==> src/rtl/wb_firmware_loader_if.sv <==
// Wishbone write-master bundle between the firmware loader and the RAM.
// Signals:
//   adr  - byte address of the word being written
//   dat  - 32-bit write data
//   sel  - byte-lane selects
//   we   - write enable
//   cyc  - bus cycle in progress
//   stb  - strobe
//   ack  - slave acknowledge
//   err  - slave error termination
interface wb_firmware_loader_if;
  logic [31:0] adr;
  logic [31:0] dat;
  logic [3:0]  sel;
  logic        we;
  logic        cyc;
  logic        stb;
  logic        ack;
  logic        err;

  modport master (output adr, dat, sel, we, cyc, stb, input ack, err);
  modport slave  (input adr, dat, sel, we, cyc, stb, output ack, err);
endinterface

==> src/rtl/wb_firmware_loader.sv <==
// Byte-stream firmware loader. Packs incoming bytes big-endian into 32-bit
// words and writes them to a Wishbone RAM starting at BASE_ADDR. The first
// word of the image is its total size in bytes (header included).
// Ports:
//   clk_i, rst_i         - clock, synchronous active-high reset
//   start_i              - one-cycle pulse that arms a new load
//   rx_data_i/rx_valid_i - incoming byte stream
//   rx_ready_o           - byte accepted on edges where valid && ready
//   wb                   - Wishbone master (single write cycles)
//   busy_o/done_o/error_o - load status
//
// state | meaning
// IDLE  | waiting for start_i
// HDR   | collecting the 4 header (size) bytes
// DATA  | collecting the 4 bytes of the next word
// WRITE | Wishbone write cycle in flight
// DONE  | whole image written
// ERROR | bad header or bus error, load aborted
module wb_firmware_loader #(
  parameter logic [31:0] BASE_ADDR = 32'h0000_0000,
  parameter int          MAX_SIZE  = 8192
) (
  input  logic                          clk_i,
  input  logic                          rst_i,
  input  logic                          start_i,
  input  logic [7:0]                    rx_data_i,
  input  logic                          rx_valid_i,
  output logic                          rx_ready_o,
  wb_firmware_loader_if.master          wb,
  output logic                          busy_o,
  output logic                          done_o,
  output logic                          error_o
);

  localparam logic [31:0] MAX_SIZE_W = 32'(MAX_SIZE);

  typedef enum logic [2:0] {IDLE, HDR, DATA, WRITE, DONE, ERROR} state_t;

  state_t      r_state;
  logic [31:0] r_shift;
  logic [1:0]  r_byte_cnt;
  logic [31:0] r_size;
  logic [31:0] r_written;
  logic [31:0] r_adr;
  logic [31:0] r_dat;
  logic [3:0]  r_sel;
  logic        r_cyc;
  logic        r_ready;
  logic        r_busy;
  logic        r_done;
  logic        r_error;

  logic        w_accept;
  logic [31:0] w_word;
  logic        w_size_ok;
  logic [31:0] w_written_nxt;

  assign w_accept      = rx_valid_i && r_ready;
  // Shifting in from the LSB end leaves byte 0 in the MSB after four bytes.
  assign w_word        = {r_shift[23:0], rx_data_i};
  assign w_size_ok     = (w_word != 32'd0) && (w_word[1:0] == 2'b00) &&
                         (w_word <= MAX_SIZE_W);
  assign w_written_nxt = r_written + 32'd4;

  always_ff @(posedge clk_i) begin
    if (rst_i) begin
      r_state    <= IDLE;
      r_shift    <= '0;
      r_byte_cnt <= '0;
      r_size     <= '0;
      r_written  <= '0;
      r_adr      <= '0;
      r_dat      <= '0;
      r_sel      <= '0;
      r_cyc      <= 1'b0;
      r_ready    <= 1'b0;
      r_busy     <= 1'b0;
      r_done     <= 1'b0;
      r_error    <= 1'b0;
    end else begin
      case (r_state)
        IDLE, DONE, ERROR: begin
          if (start_i) begin
            r_state    <= HDR;
            r_byte_cnt <= '0;
            r_written  <= '0;
            r_adr      <= BASE_ADDR;
            r_ready    <= 1'b1;
            r_busy     <= 1'b1;
            r_done     <= 1'b0;
            r_error    <= 1'b0;
          end
        end
        HDR: begin
          if (w_accept) begin
            r_shift    <= w_word;
            r_byte_cnt <= r_byte_cnt + 2'd1;
            if (r_byte_cnt == 2'd3) begin
              r_ready <= 1'b0;
              if (w_size_ok) begin
                // The header itself is the first word of the image.
                r_size  <= w_word;
                r_dat   <= w_word;
                r_cyc   <= 1'b1;
                r_sel   <= 4'hF;
                r_state <= WRITE;
              end else begin
                r_busy  <= 1'b0;
                r_error <= 1'b1;
                r_state <= ERROR;
              end
            end
          end
        end
        DATA: begin
          if (w_accept) begin
            r_shift    <= w_word;
            r_byte_cnt <= r_byte_cnt + 2'd1;
            if (r_byte_cnt == 2'd3) begin
              r_ready <= 1'b0;
              r_dat   <= w_word;
              r_cyc   <= 1'b1;
              r_sel   <= 4'hF;
              r_state <= WRITE;
            end
          end
        end
        WRITE: begin
          // Error termination takes priority over a simultaneous ack.
          if (wb.err) begin
            r_cyc   <= 1'b0;
            r_sel   <= 4'h0;
            r_busy  <= 1'b0;
            r_error <= 1'b1;
            r_state <= ERROR;
          end else if (wb.ack) begin
            r_cyc     <= 1'b0;
            r_sel     <= 4'h0;
            r_adr     <= r_adr + 32'd4;
            r_written <= w_written_nxt;
            if (w_written_nxt == r_size) begin
              r_busy  <= 1'b0;
              r_done  <= 1'b1;
              r_state <= DONE;
            end else begin
              r_ready <= 1'b1;
              r_state <= DATA;
            end
          end
        end
        default: r_state <= IDLE;
      endcase
    end
  end

  assign rx_ready_o = r_ready;
  assign wb.adr     = r_adr;
  assign wb.dat     = r_dat;
  assign wb.sel     = r_sel;
  assign wb.we      = r_cyc;
  assign wb.cyc     = r_cyc;
  assign wb.stb     = r_cyc;
  assign busy_o     = r_busy;
  assign done_o     = r_done;
  assign error_o    = r_error;

endmodule

==> src/flat_wrapper.sv <==
// flat-port wrapper written by rule: the top's interface ports become plain ports
module wb_firmware_loader_flat 
#(
  parameter logic [31:0] BASE_ADDR = 32'h0000_0000,
  parameter int          MAX_SIZE  = 8192
)
  (clk_i, rst_i, start_i, rx_data_i, rx_valid_i, rx_ready_o, busy_o, done_o, error_o, wb_adr, wb_dat, wb_sel, wb_we, wb_cyc, wb_stb, wb_ack, wb_err);
  wb_firmware_loader_if wb_i ();
  input  logic clk_i;
  input  logic rst_i;
  input  logic start_i;
  input  logic [7:0] rx_data_i;
  input  logic rx_valid_i;
  output logic rx_ready_o;
  output logic busy_o;
  output logic done_o;
  output logic error_o;
  output wire logic [$bits(wb_i.adr)-1:0] wb_adr;
  output wire logic [$bits(wb_i.dat)-1:0] wb_dat;
  output wire logic [$bits(wb_i.sel)-1:0] wb_sel;
  output wire logic [$bits(wb_i.we)-1:0] wb_we;
  output wire logic [$bits(wb_i.cyc)-1:0] wb_cyc;
  output wire logic [$bits(wb_i.stb)-1:0] wb_stb;
  input wire logic [$bits(wb_i.ack)-1:0] wb_ack;
  input wire logic [$bits(wb_i.err)-1:0] wb_err;
  assign wb_adr = wb_i.adr;
  assign wb_dat = wb_i.dat;
  assign wb_sel = wb_i.sel;
  assign wb_we = wb_i.we;
  assign wb_cyc = wb_i.cyc;
  assign wb_stb = wb_i.stb;
  assign wb_i.ack = wb_ack;
  assign wb_i.err = wb_err;
  wb_firmware_loader #(.BASE_ADDR(BASE_ADDR), .MAX_SIZE(MAX_SIZE)) u_core (.clk_i(clk_i), .rst_i(rst_i), .start_i(start_i), .rx_data_i(rx_data_i), .rx_valid_i(rx_valid_i), .rx_ready_o(rx_ready_o), .wb(wb_i), .busy_o(busy_o), .done_o(done_o), .error_o(error_o));
endmodule
==> config.mk <==
export PLATFORM = sky130hd
export DESIGN_NAME = wb_firmware_loader_flat
export DESIGN_NICKNAME = d
export VERILOG_FILES = /design/src/rtl/wb_firmware_loader_if.sv /design/src/rtl/wb_firmware_loader.sv /design/src/flat_wrapper.sv
export SDC_FILE = /design/constraint.sdc
export NUM_CORES = 1
export LEC_CHECK = 0
export CAP_MARGIN = 20
export CORE_MARGIN = 2
export CORE_UTILIZATION = 50
export DETAILED_ROUTE_END_ITERATION = 8
export PLACE_DENSITY = 0.73
export SLEW_MARGIN = 20
export SYNTH_ARGS = -nofsm -noshare
export SYNTH_HDL_FRONTEND = slang
export SYNTH_SLANG_ARGS = --single-unit
==> constraint.sdc <==
create_clock -name clk_i -period 3.8 [get_ports clk_i]
set_input_delay 0.76 -clock clk_i [delete_from_list [all_inputs] [get_ports clk_i]]
set_output_delay 0.76 -clock clk_i [all_outputs]
set_load 0.05 [all_outputs]
==> results.md, run 1 <==
- Crit path DAT: 3520 ps
- Clock transition at path regs: 70 ps
- Layout cells sized above 1: 8.01%
- Total global routing overflow: 0
- Layout Nets: 979
- Post-cts sizing count: 0
- IO Port Bufs: 86
- DRT iter0 DRCs: 479
- WS Path Type: register to register
- WL final: 18.4 mm
- Unrepaired setup endpoints after global routing: false
- Clock skew: 8.96 ps
- Post-Syn Area: 7500 sq um
- Count of cell types in the netlist: 68
- Leakage: 3.30 nW
- Hold Fails Final Rpt: 0
- Synth top cells by count: dfxtp_1 (158), nor2_1 (126), nand2_1 (98)
- Most area-consuming cells after synthesis: dfxtp_1 (42%), nor2_1 (6.3%), mux2i_1 (5.9%), nand2_1 (4.9%), a21oi_1 (4.5%)
- Slew at the pin closest to its max-slew limit: 931 ps
- RePlAce Congestion: 0.903
- Final Max Tran Viols: 0
- P&R area growth vs syn: 21.2%
- Crit Path Max Fanout: 7
- Post-synth EDFFs: 0
- Hold Buf Count CTS: 0
- Largest net degree at the start of global routing: 74
- Async set-or-reset flop fraction in the synthesized netlist: 0%
- Setup WS post-layout: 606 ps
- Longest Clk Path Bufs: 2
- Drt via density: 5.76
- Vias in the first global route: 6254
- Initial antenna violation count: 0
- # IOs: 89
- Worst setup SP type: register
- Status: completed
- Slew HR: 37.9%
- Diode count: 0
- Root Buffer: clkbuf_16
- First-pass GRT wire length: 30.8 mm
- Cts bufs inserted: 17
- HPWL after DPL: 12.2 mm
- # DRC: 0
- Core Util, Final: 62.3%
- Req. time, crit path: 4120 ps
- Total Neg Setup Slack: 0 ps
- Die width: 126 um
- Max Cap Violations: 0
- Main flop type after synthesis: dfxtp_1
- Avg WL per Cell: 15.8 um
- F_max: 313 MHz
- # H-tree levels: 4
- Starting Density: 51.4%
- Register area share after synthesis: 42.2%
- Pwr Density: 425 nW/um^2
- Core Rows: 44
- Worst vdd ir: 0.339 mV
- Syn. warnings: 0
- Worst r2r path cells: 7
- GRT Total Usage: 23.3%
- Worst-Skew Late Latency: 430 ps
- Period utilization: 84.1%
- Top-area cell type share of the netlist area: 42.2%
- Dpl ws: 389 ps
- Pre-antenna DRT Iters: 6
- Min-Delay Path Class: register to register
- Die area: 16000 sq um
- ANT nets after route: 0
- Die Height: 126 um
- Fin crit period: 3190 ps
- Syn avg cell area: 8.30 sq um
- Post-Synthesis Cells: 904
- CP Capture Type: register
- Register bit total from synthesis: 158
- Setup bufs post-CTS: 0
- Count leader, synth: dfxtp_1
- Via count: 6671
- Worst hold path depth: 2
- Post-synth top area cell: dfxtp_1
- Total clock sinks: 158
- CTS tree: done
- CORE AREA: 14600 sq um
- Endpoints failing setup: 0
-- routing by layer --
layer  wire [um]  part of all wire [%]  track usage (%)
met1        8420                    46             31.1
met2        8550                    47             37.3
met3         997                   5.4             4.26
met4         385                   2.1             9.83
met5           0                     0                0
-- placed cells by master (no fill, tap or decap), types with 7 or more instances in the layout --
master / instances
dfxtp_1: 158
o21ai_0: 29
or3_1: 7
buf_4: 20
clkbuf_16: 17
nor2_1: 126
nor4_1: 18
a31oi_1: 13
a21oi_1: 66
nand2b_1: 7
nand2_1: 98
xnor2_1: 32
xor2_1: 30
nand4_1: 17
and3_1: 33
nand3_1: 34
nor3_1: 14
clkdlybuf4s50_1: 85
mux2i_1: 44
inv_1: 12
-- flip-flops by register name (all words and copies together) (netlist names) --
signal and cells:
u_core.busy_o 1, u_core.done_o 1, u_core.error_o 1, u_core.r_byte_cnt 2, u_core.r_shift 24, u_core.r_size 32
u_core.r_state 3, u_core.r_written 30, u_core.rx_ready_o 1, u_core.wb.adr 30, u_core.wb.dat 32, u_core.wb.sel 1
-- final cells by class --
type,instances,area [sq um]
sequential,158,3160
multi-input combinational,667,4010
tap,184,230
clock inverter,11,181
timing repair buffer,106,1020
fill,1237,5490
clock buffer,20,447
inverter,12,45.0
-- worst paths after layout --
kind,startpoint,endpoint,slack [ps]
setup / recovery,u_core.r_written[21],u_core.r_state[1],610
hold / removal,u_core.r_shift[16],u_core.r_shift[16],470
setup reg to reg,u_core.r_written[21],u_core.r_state[1],610
hold reg to reg,u_core.r_shift[16],u_core.r_shift[16],470
-- through the flow --
| step | total power [mW] | hold WS [ps] | instance area [sq um] | std cells |
|---|---|---|---|---|
| 3_3_place_gp | 2.08 | 458 | 8470 | 1127 |
| 6_report | 3.87 | 473 | 9090 | 1158 |
| 3_5_place_dp | 2.08 | 464 | 8470 | 1127 |
| 2_1_floorplan | 1.97 | 448 | 7510 | 905 |
| 4_1_cts | 3.88 | 475 | 9090 | 1158 |
| 5_1_grt | 3.98 | 498 | 9090 | 1158 |
-- cells by family (layout without fill, tap and decap cells) --
logic type / Yosys count / in the layout / share of synthesized area [%]
other: 1 / 2 / 0.0500
AO/OA/AOI/OAI: 153 / 153 / 12.5
adder cells (fa/ha/maj): 3 / 3 / 0.500
multiplexers: 46 / 46 / 6.17
XOR/XNOR: 62 / 62 / 7.24
buffers and inverters: 80 / 149 / 4.77
AND/OR/NAND/NOR: 401 / 401 / 26.6
flip-flops: 158 / 158 / 42.2
-- power breakdown --
part / total (mW) / internal, mW / switching, mW
Sequential: 1.70 / 1.68 / 0.0264
Combinational: 0.340 / 0.115 / 0.225
Clock: 1.82 / 1.12 / 0.699
-- worst max-delay path: stages, from the launching register on --
cell,delay (ps)
dfxtp_1,440
and4_1,360
nand4_1,230
or4_2,760
xnor2_1,160
or4_1,530
or3_4,420
a22o_1,180
Note: power is estimated with default switching activity, not from simulation.
==> run 2, diff against run 1 <==
--- a/config.mk
+++ b/config.mk
@@ -9,7 +9,7 @@
 export CORE_MARGIN = 2
 export CORE_UTILIZATION = 50
 export DETAILED_ROUTE_END_ITERATION = 8
-export PLACE_DENSITY = 0.73
+export PLACE_DENSITY = 0.75
 export SLEW_MARGIN = 20
 export SYNTH_ARGS = -nofsm -noshare
 export SYNTH_HDL_FRONTEND = slang
==> constraint.sdc (replaced) <==
create_clock -name clk_i -period 2.7 [get_ports clk_i]
set_input_delay 0.54 -clock clk_i [delete_from_list [all_inputs] [get_ports clk_i]]
set_output_delay 0.54 -clock clk_i [all_outputs]
set_load 0.05 [all_outputs]
==> run 2 against run 1 <==
Combinational power is 58% higher. Power increased by 41%. Cell area is 8.8% higher. Critical path type unchanged. Largest power group unchanged. Fmax increased by 14%. The flow now finishes with violations (setup timing). Register-to-register slack got worse by 720 ps. Count of clock-buffer cells in the layout decreased by 3. Sequential share of layout area is 2.6 points lower. Routed wire length up 11%. Clock power up 38%. Highest routed layer unchanged.
==> results.md, run 2 (synthesis results as in run 1) <==
- Period utilization: 104%
- Pwr Density: 550 nW/um^2
- Max Cap Violations: 0
- Via count: 7152
- Longest Clk Path Bufs: 2
- R2R setup slack: -110 ps
- Hold path startpoint: u_core.r_byte_cnt[1]
- Fill cell count: 1164
- Initial antenna violation count: 0
- Leakage: 3.80 nW
- Failing checks: setup timing
- # IOs: 89
- Final Max Tran Viols: 0
- Total Neg Setup Slack: -185 ps
- Die Height: 126 um
- CTS tree: done
- RePlAce Congestion: 0.935
- Fin crit period: 2810 ps
- Layout cells sized above 1: 18.0%
- Worst-Skew Late Latency: 440 ps
- GRT Total Usage: 25.1%
- CORE AREA: 14600 sq um
- Diode count: 0
- Clock transition at path regs: 70 ps
- IO Port Bufs: 86
- Hold EP: u_core.r_byte_cnt[1]
- HPWL after DPL: 13.8 mm
- DRT iter0 DRCs: 483
- Most common cell after layout, fill and taps aside: dfxtp_1
- Status: complete, but fails checks
- WL final: 20.4 mm
- Die area: 16000 sq um
- Slew at the pin closest to its max-slew limit: 542 ps
- Most frequent cells in the layout: dfxtp_1 (148), nor2_1 (126), buf_4 (104)
- Crit path DAT: 3140 ps
- CP Capture Type: register
- Endpoints failing setup: 2
- Reg2Reg Capture Point: u_core.r_state[1]
- Worst hold path depth: 2
- Core Util, Final: 67.8%
- # DRC: 0
- Req. time, crit path: 3020 ps
- Crit Path Max Fanout: 4
- Worst vdd ir: 0.462 mV
- Clock skew: 10.2 ps
- Power Total: 5.44 mW
- Unrepaired setup endpoints after global routing: true
- Total global routing overflow: 0
- Root Buffer: clkbuf_16
- P&R area growth vs syn: 31.9%
- Avg WL per Cell: 16.4 um
- Worst r2r path cells: 9
- Min-Delay Path Class: register to register
- ANT nets after route: 0
- Core Rows: 44
- Slew HR: 63.8%
- First-pass GRT wire length: 32.9 mm
- Pre-antenna DRT Iters: 5
- Vias in the first global route: 6711
- Hold Fails Final Rpt: 0
- Cts bufs inserted: 17
- Dpl ws: -315 ps
- Starting Density: 51.4%
- Setup WS post-layout: -111 ps
- Reg2reg start: u_core.r_written[5]
- Drt via density: 5.74
- Total clock sinks: 158
- F_max: 356 MHz
- Worst setup SP type: register
- Die width: 126 um
- Inst Count DP: 1209
- Largest net degree at the start of global routing: 79
- Final Non-Filler Cells: 1247
- # H-tree levels: 4
- WS Path Type: register to register
- Layout Nets: 1067
[run 2: repair_timing]
action / in CTS / in global routing
hold endpoints to repair: 0 / 0
gates resized for setup: 18 / 13
gates cloned: 1 / 0
pin swaps: 7 / 7
setup endpoints to repair: 5 / 37
setup buffers: 1 / 4
hold buffers: 0 / 0
[run 2: worst max-delay path, cell delays in order, from the launching register on]
cell and delay [ps]:
dfxtp_2 380, nand4_4 130, buf_4 180, buf_4 130, nor4_2 320, and3_1 240
o221ai_1 130, or4_4 570, or3_4 410, a22o_1 190
[run 2: through the flow]
step / hold slack (ps) / cell area (sq um)
finish: 477 / 9900
global route: 506 / 9900
CTS: 482 / 9810
detailed placement: 470 / 9130
global placement: 461 / 9130
floorplan: 448 / 7570
[run 2: layer usage]
metal / vias up / part of all wire [%] / track usage [%]
met5: - / 0 / 0
met4: 0 / 2.6 / 10.5
met3: 52 / 5.4 / 5.36
met2: 220 / 48 / 42.2
met1: 3415 / 44 / 31.3
li1: 3465 / - / -
[run 2: worst max path at each step]
stage | to | slack [ps] | start | depth (start not counted)
2_1_floorplan | u_core.r_state[1] | -50 | u_core.r_written[2] | 10
3_3_place_gp | u_core.wb.dat[21] | -200 | rx_data_i[3] | 9
3_5_place_dp | u_core.wb.dat[1] | -310 | rx_data_i[3] | 9
4_1_cts | u_core.r_state[1] | -80 | u_core.r_written[3] | 8
5_1_grt | u_core.r_state[1] | -180 | u_core.r_written[5] | 9
6_report | u_core.r_state[1] | -110 | u_core.r_written[5] | 9
[run 2: power breakdown]
part           switching [mW]  internal (mW)
logic                   0.340          0.197
registers              0.0282           2.35
clock network            1.11           1.42
total                    1.47           3.97
[run 2: final cells by class]
type / instances / area, sq um / area share (%)
Inverter: 12 / 45.0 / 0.455
Clock buffer: 17 / 425 / 4.30
Tap cell: 184 / 230 / 2.33
Sequential cell: 158 / 3180 / 32.1
Timing Repair Buffer: 193 / 1700 / 17.2
Multi-Input combinational cell: 668 / 4120 / 41.6
Clock inverter: 15 / 190 / 1.92
